[src/rtl/store_pkg.sv]
// Shared store-path types: st_type encodings, byte-enable constants and the formatted payload.
package store_pkg;

  typedef enum logic [1:0] {
    ST_SW  = 2'b00,
    ST_SH  = 2'b01,
    ST_SB  = 2'b10,
    ST_RSV = 2'b11
  } st_type_e;

  localparam logic [3:0] BE_WORD    = 4'b1111;
  localparam logic [3:0] BE_HALF_LO = 4'b0011;
  localparam logic [3:0] BE_HALF_HI = 4'b1100;
  localparam logic [3:0] BE_BYTE0   = 4'b0001;

  // Address-independent part of a queued entry; the word address width is set by the top.
  typedef struct packed {
    logic [31:0] wdata;
    logic [3:0]  be;
  } st_fmt_t;

endpackage

[src/rtl/store_align.sv]
// Combinational store formatter: replicates register data across the word and builds
// byte enables from the low address bits; flags misaligned and reserved store types.
module store_align
  import store_pkg::*;
(
  input  st_type_e    st_type,
  input  logic [1:0]  addr_lo,
  input  logic [31:0] data,
  output logic [31:0] wdata,
  output logic [3:0]  be,
  output logic        misaligned
);

  always_comb begin
    wdata      = data;
    be         = BE_WORD;
    misaligned = 1'b0;
    case (st_type)
      ST_SW: misaligned = (addr_lo != 2'b00);
      ST_SH: begin
        wdata      = {2{data[15:0]}};
        be         = addr_lo[1] ? BE_HALF_HI : BE_HALF_LO;
        misaligned = addr_lo[0];
      end
      ST_SB: begin
        wdata = {4{data[7:0]}};
        be    = BE_BYTE0 << addr_lo;
      end
      default: begin
        be         = 4'b0000;
        misaligned = 1'b1;
      end
    endcase
  end

endmodule

[src/rtl/store_buffer.sv]
// Store buffer: formats SB/SH/SW stores, queues them in a FIFO and drains over req/ack.
// Define STORE_BUF_ADDR_MATCH_EN for per-entry load-address matching on ld_stall.
module store_buffer
  import store_pkg::*;
#(
  parameter int unsigned DEPTH = 4,
  parameter int unsigned AW    = 32
) (
  input  logic          clk,
  input  logic          reset,
  input  logic          st_valid,
  output logic          st_ready,
  input  logic [1:0]    st_type,
  input  logic [AW-1:0] st_addr,
  input  logic [31:0]   st_data,
  output logic          st_exc,
  output logic [AW-1:0] st_exc_addr,
  output logic          mem_req,
  output logic [AW-1:0] mem_addr,
  output logic [31:0]   mem_wdata,
  output logic [3:0]    mem_be,
  input  logic          mem_ack,
  input  logic [AW-1:0] ld_addr,
  output logic          ld_stall,
  output logic          drained
);

  localparam int unsigned PW = $clog2(DEPTH);
  localparam logic [PW:0] FULL_CNT = (PW + 1)'(DEPTH);

  typedef struct packed {
    logic [AW-1:2] waddr;
    st_fmt_t       fmt;
  } entry_t;

  entry_t        mem_q [DEPTH];
  logic [PW-1:0] wr_ptr_q, rd_ptr_q;
  logic [PW:0]   count_q, count_d;
  logic          st_exc_q;
  logic [AW-1:0] st_exc_addr_q;

  st_type_e    st_kind;
  logic [31:0] fmt_wdata;
  logic [3:0]  fmt_be;
  logic        fmt_misaligned;
  logic        take, push, pop, empty;
  entry_t      head, entry_new;

  assign st_kind = st_type_e'(st_type);

  store_align u_align (
    .st_type    (st_kind),
    .addr_lo    (st_addr[1:0]),
    .data       (st_data),
    .wdata      (fmt_wdata),
    .be         (fmt_be),
    .misaligned (fmt_misaligned)
  );

  assign empty    = (count_q == '0);
  assign st_ready = (count_q != FULL_CNT);
  assign take     = st_valid && st_ready;
  assign push     = take && !fmt_misaligned;
  assign pop      = !empty && mem_ack;

  assign entry_new.waddr     = st_addr[AW-1:2];
  assign entry_new.fmt.wdata = fmt_wdata;
  assign entry_new.fmt.be    = fmt_be;

  always_comb begin
    count_d = count_q;
    case ({push, pop})
      2'b10:   count_d = count_q + 1'b1;
      2'b01:   count_d = count_q - 1'b1;
      default: count_d = count_q;
    endcase
  end

  always_ff @(posedge clk or posedge reset) begin
    if (reset) begin
      wr_ptr_q      <= '0;
      rd_ptr_q      <= '0;
      count_q       <= '0;
      st_exc_q      <= 1'b0;
      st_exc_addr_q <= '0;
    end else begin
      count_q  <= count_d;
      st_exc_q <= take && fmt_misaligned;
      if (push) wr_ptr_q <= wr_ptr_q + PW'(1);
      if (pop)  rd_ptr_q <= rd_ptr_q + PW'(1);
      if (take && fmt_misaligned) st_exc_addr_q <= st_addr;
    end
  end

  // Entry storage is not reset: an entry is only observed while count marks it valid.
  always_ff @(posedge clk) begin
    if (push) mem_q[wr_ptr_q] <= entry_new;
  end

  assign head        = mem_q[rd_ptr_q];
  assign mem_req     = !empty;
  assign mem_addr    = empty ? '0 : {head.waddr, 2'b00};
  assign mem_wdata   = empty ? '0 : head.fmt.wdata;
  assign mem_be      = empty ? '0 : head.fmt.be;
  assign drained     = empty;
  assign st_exc      = st_exc_q;
  assign st_exc_addr = st_exc_addr_q;

`ifdef STORE_BUF_ADDR_MATCH_EN
  logic unused_ld_lo;
  assign unused_ld_lo = ^ld_addr[1:0];

  always_comb begin
    logic [PW-1:0] off;
    ld_stall = 1'b0;
    for (int i = 0; i < DEPTH; i++) begin
      // Slot i is valid when its distance from the head is below the count.
      off = PW'(i) - rd_ptr_q;
      if (({1'b0, off} < count_q) && (mem_q[i].waddr == ld_addr[AW-1:2])) ld_stall = 1'b1;
    end
  end
`else
  logic unused_ld_addr;
  assign unused_ld_addr = ^ld_addr;
  assign ld_stall       = !empty;
`endif

endmodule
[config.mk]
export PLATFORM = sky130hd
export DESIGN_NAME = store_buffer
export DESIGN_NICKNAME = d
export VERILOG_FILES = /design/src/rtl/store_pkg.sv /design/src/rtl/store_align.sv /design/src/rtl/store_buffer.sv
export SDC_FILE = /design/constraint.sdc
export NUM_CORES = 1
export LEC_CHECK = 0
export CORE_ASPECT_RATIO = 0.7
export CORE_UTILIZATION = 60
export CTS_CLUSTER_DIAMETER = 200
export CTS_CLUSTER_SIZE = 12
export DETAILED_ROUTE_END_ITERATION = 16
export DONT_BUFFER_PORTS = 1
export GPL_TIMING_DRIVEN = 0
export PLACE_DENSITY = 0.76
export SYNTH_ARGS = -nofsm -noshare
export SYNTH_HDL_FRONTEND = slang
export SYNTH_SLANG_ARGS = --single-unit
[constraint.sdc]
create_clock -name clk -period 3.2 [get_ports clk]
set_input_delay 0.64 -clock clk [delete_from_list [all_inputs] [get_ports clk]]
set_output_delay 0.64 -clock clk [all_outputs]
set_load 0.02 [all_outputs]
==> flow_summary.json <==
{
  "rsz0062_at_grt": "no",
  "relSlewSlack": 0.382,
  "crit_type": "flop to primary output",
  "cts.sinks": 304,
  "arrival_ns": 2.31,
  "cts_resized": 0,
  "r2r_slack_ns": 0.87,
  "hold_ws_ns": 0.184,
  "fillers": 1270,
  "cts-root-buf": "clkbuf_16",
  "seqPwrFrac": 0.442,
  "p_comb_frac": 0.317,
  "grt_usage": 0.232,
  "multi_input_area_sq_um": 2940,
  "postCtsSetupRepairBufs": 0,
  "period_minus_slack_ns": 2.95,
  "finalHoldViolations": 0,
  "final_area_sq_um": 13400,
  "crit_fanout": 16,
  "clock.fmax_mhz": 339,
  "startpoint_type": "flop",
  "die_w_um": 172,
  "grt_start_max_net_pins": 41,
  "die_h_um": 121,
  "ys_async_sr_fraction": 0.132,
  "synth_ff_type": "edfxtp_1",
  "cellPowerDensity_nw_per_um2": 929,
  "grt_pass1_vias": 5880,
  "max-clock-path-buffers": 3,
  "cap_violations": 0,
  "netSwitchingPower_mw": 4.18,
  "cp-end-kind": "primary output",
  "clk_pin_slew_worst_paths_ns": 0.06,
  "drc_errors": 0,
  "n_antenna_cell": 0,
  "htree_levels": 1,
  "dpl.hpwl_um": 15600,
  "drt_wl_total_um": 23500,
  "status": "complete, no violations",
  "grt_pass1_wl_um": 34700,
  "yosysWarnings": 0,
  "p_leak_nw": 4.55,
  "portBuffers": 0,
  "gp_congestion": 0.888,
  "rr_worst_depth": 9,
  "p_int_mw": 8.29,
  "holdBufCountCts": 0,
  "layout.nets": 767,
  "wl_per_cell_um": 24.8,
  "period_share": 0.923,
  "insertion_delay_ns": 0.52,
  "cts_buffers": 29,
  "synth_seq_cells": 304,
  "hp-class": "input pin to async pin",
  "synth_edf_count": 264,
  "peakVddDrop_mv": 0.521,
  "synthCells": 620,
  "core_sq_um": 19900,
  "required_ns": 2.56,
  "ys_seq_area_frac": 0.733,
  "place_area_sq_um": 12600,
  "r2r_end": "count_q[2]$_DFFE_PP0P_",
  "synth_cell_types": 37,
  "drive_above_1_share": 0.192,
  "antenna_found_initial": 0,
  "postRouteAntennaNets": 0,
  "setup_viol": 0,
  "syn_to_final_growth_pct": 10.2,
  "vias": 5810,
  "drtIter0Drc": 473,
  "finalMaxSlewViolations": 0,
  "synth_area_per_cell_sq_um": 19.6,
  "placementRows": 43,
  "overflow": 0,
  "die-area_sq_um": 20900,
  "switching_share": 0.335,
  "clock_skew_ns": 0.00797,
  "ff_latch_area_sq_um": 8930,
  "p_clk_frac": 0.241,
  "io_pins": 207,
  "crit-reg2reg-launch": "count_q[0]$_DFFE_PP0P_",
  "tightest_slew_ns": 0.927,
  "first_pass_iters": 5,
  "vias_per_cell": 6.14,
  "start_util": 0.614,
  "synthesis.area_sq_um": 12200,
  "cts_tree": "yes"
}
-- metrics by stage --
step	power [mW]	setup TNS, ns	instances	worst slack, ns	util
finish	12.5	0	946	0.246	0.676
global route	13.0	0	946	0.0570	0.676
CTS	12.6	0	946	0.184	0.676
detailed placement	9.64	0	895	0.352	0.635
global placement	9.46	-69.61	891	-0.269	0.631
floorplan	8.74	0	621	0.416	-
-- per-layer routing --
metal,part of all wire,vias up,GRT usage,wire [um]
met5,0,-,0,0
met4,0.023,0,0.0686,543
met3,0.075,49,0.0548,1770
met2,0.47,242,0.352,11100
met1,0.43,3025,0.339,10100
li1,-,2494,-,-
-- power by group through the flow --
stage / clock network (mW) / registers [mW] / logic, mW
2_1_floorplan: 0 / 5.51 / 3.23
3_3_place_gp: 0 / 5.57 / 3.89
3_5_place_dp: 0 / 5.60 / 4.04
4_1_cts: 3.07 / 5.52 / 4.04
5_1_grt: 3.22 / 5.57 / 4.24
6_report: 3.00 / 5.51 / 3.96
-- cells by family (layout without fill, tap and decap cells) --
kind of cell,Yosys count,count (layout),share of synthesized area
buffers and inverters,58,113,0.0266
flip-flops,304,304,0.733
XOR/XNOR,6,6,0.00432
AND/OR/NAND/NOR,100,100,0.0489
other,1,2,0.000308
adder cells (fa/ha/maj),10,10,0.0109
multiplexers,100,100,0.153
AO/OA/AOI/OAI,41,41,0.0226
-- synth_stat cells, types with 2 or more instances --
library cell | count | area share
mux2_1 | 29 | 0.027
inv_1 | 21 | 0.0065
o21ai_0 | 2 | 0.00082
clkbuf_1 | 14 | 0.0043
buf_1 | 4 | 0.0012
o22ai_1 | 8 | 0.0041
mux2_2 | 4 | 0.0037
edfxtp_1 | 264 | 0.65
ha_1 | 9 | 0.0092
xor2_1 | 3 | 0.0022
a22oi_1 | 8 | 0.0049
and2_1 | 72 | 0.037
or3_1 | 2 | 0.0010
nor2_1 | 12 | 0.0037
buf_12 | 3 | 0.0049
xnor2_1 | 3 | 0.0022
nand2_1 | 8 | 0.0025
mux4_2 | 66 | 0.12
dfrtp_1 | 40 | 0.082
buf_6 | 4 | 0.0037
a21oi_1 | 12 | 0.0049
buf_4 | 5 | 0.0031
buf_2 | 6 | 0.0025
a22o_1 | 8 | 0.0058
-- how the worst max path moves through the flow --
| stage | startpoint | to | cells past startpoint |
|---|---|---|---|
| global placement | st_type[0] | mem_q[3][6]$_DFFE_PP_ | 5 |
| detailed placement | st_type[0] | mem_q[3][58]$_DFFE_PP_ | 6 |
| floorplan | st_type[0] | mem_q[0][0]$_DFFE_PP_ | 5 |
| global route | count_q[0]$_DFFE_PP0P_ | mem_wdata[26] | 4 |
| finish | count_q[0]$_DFFE_PP0P_ | mem_wdata[26] | 4 |
| CTS | count_q[0]$_DFFE_PP0P_ | mem_wdata[26] | 4 |
-- registers in the layout (all words and copies together) (netlist names) --
signal       flops
rd_ptr_q         2
st_exc           1
st_exc_addr     32
mem_q          264
wr_ptr_q         2
count_q          3
-- critical path, stage by stage, from the launching register on --
cell      delay (ns)
dfrtp_1         0.40
or3_1           0.12
clkbuf_2        0.34
clkbuf_1        0.54
and2_1          0.38
-- layout make-up --
type / instances / area share
Timing Repair Buffer: 4 / 0.00596
Clock inverter: 1 / 0.000652
Sequential cell: 304 / 0.665
Buffer: 36 / 0.0180
Tap cell: 270 / 0.0252
Multi-Input combinational cell: 259 / 0.219
Inverter: 21 / 0.00587
Clock buffer: 51 / 0.0602
-- layout by cell type (no fill, tap or decap), types with 3 or more instances in the layout --
cell type  Yosys  layout
xor2_1         3       3
and2_4         0       4
inv_1         21      20
o22ai_1        8       8
mux4_2        66      66
buf_4          5       5
ha_1           9       9
edfxtp_1     264     264
buf_12         3       7
a22o_1         8       8
a21oi_1       12      12
clkbuf_1      14      35
mux2_1        29      29
and2_1        72      68
nor2_1        12      12
clkbuf_16      0      29
buf_6          4       4
buf_1          4       4
a22oi_1        8       8
buf_2          6       6
dfrtp_1       40      40
nand2_1        8       8
xnor2_1        3       3
mux2_2         4       4
No activity file was read; power rests on OpenSTA's default activity.
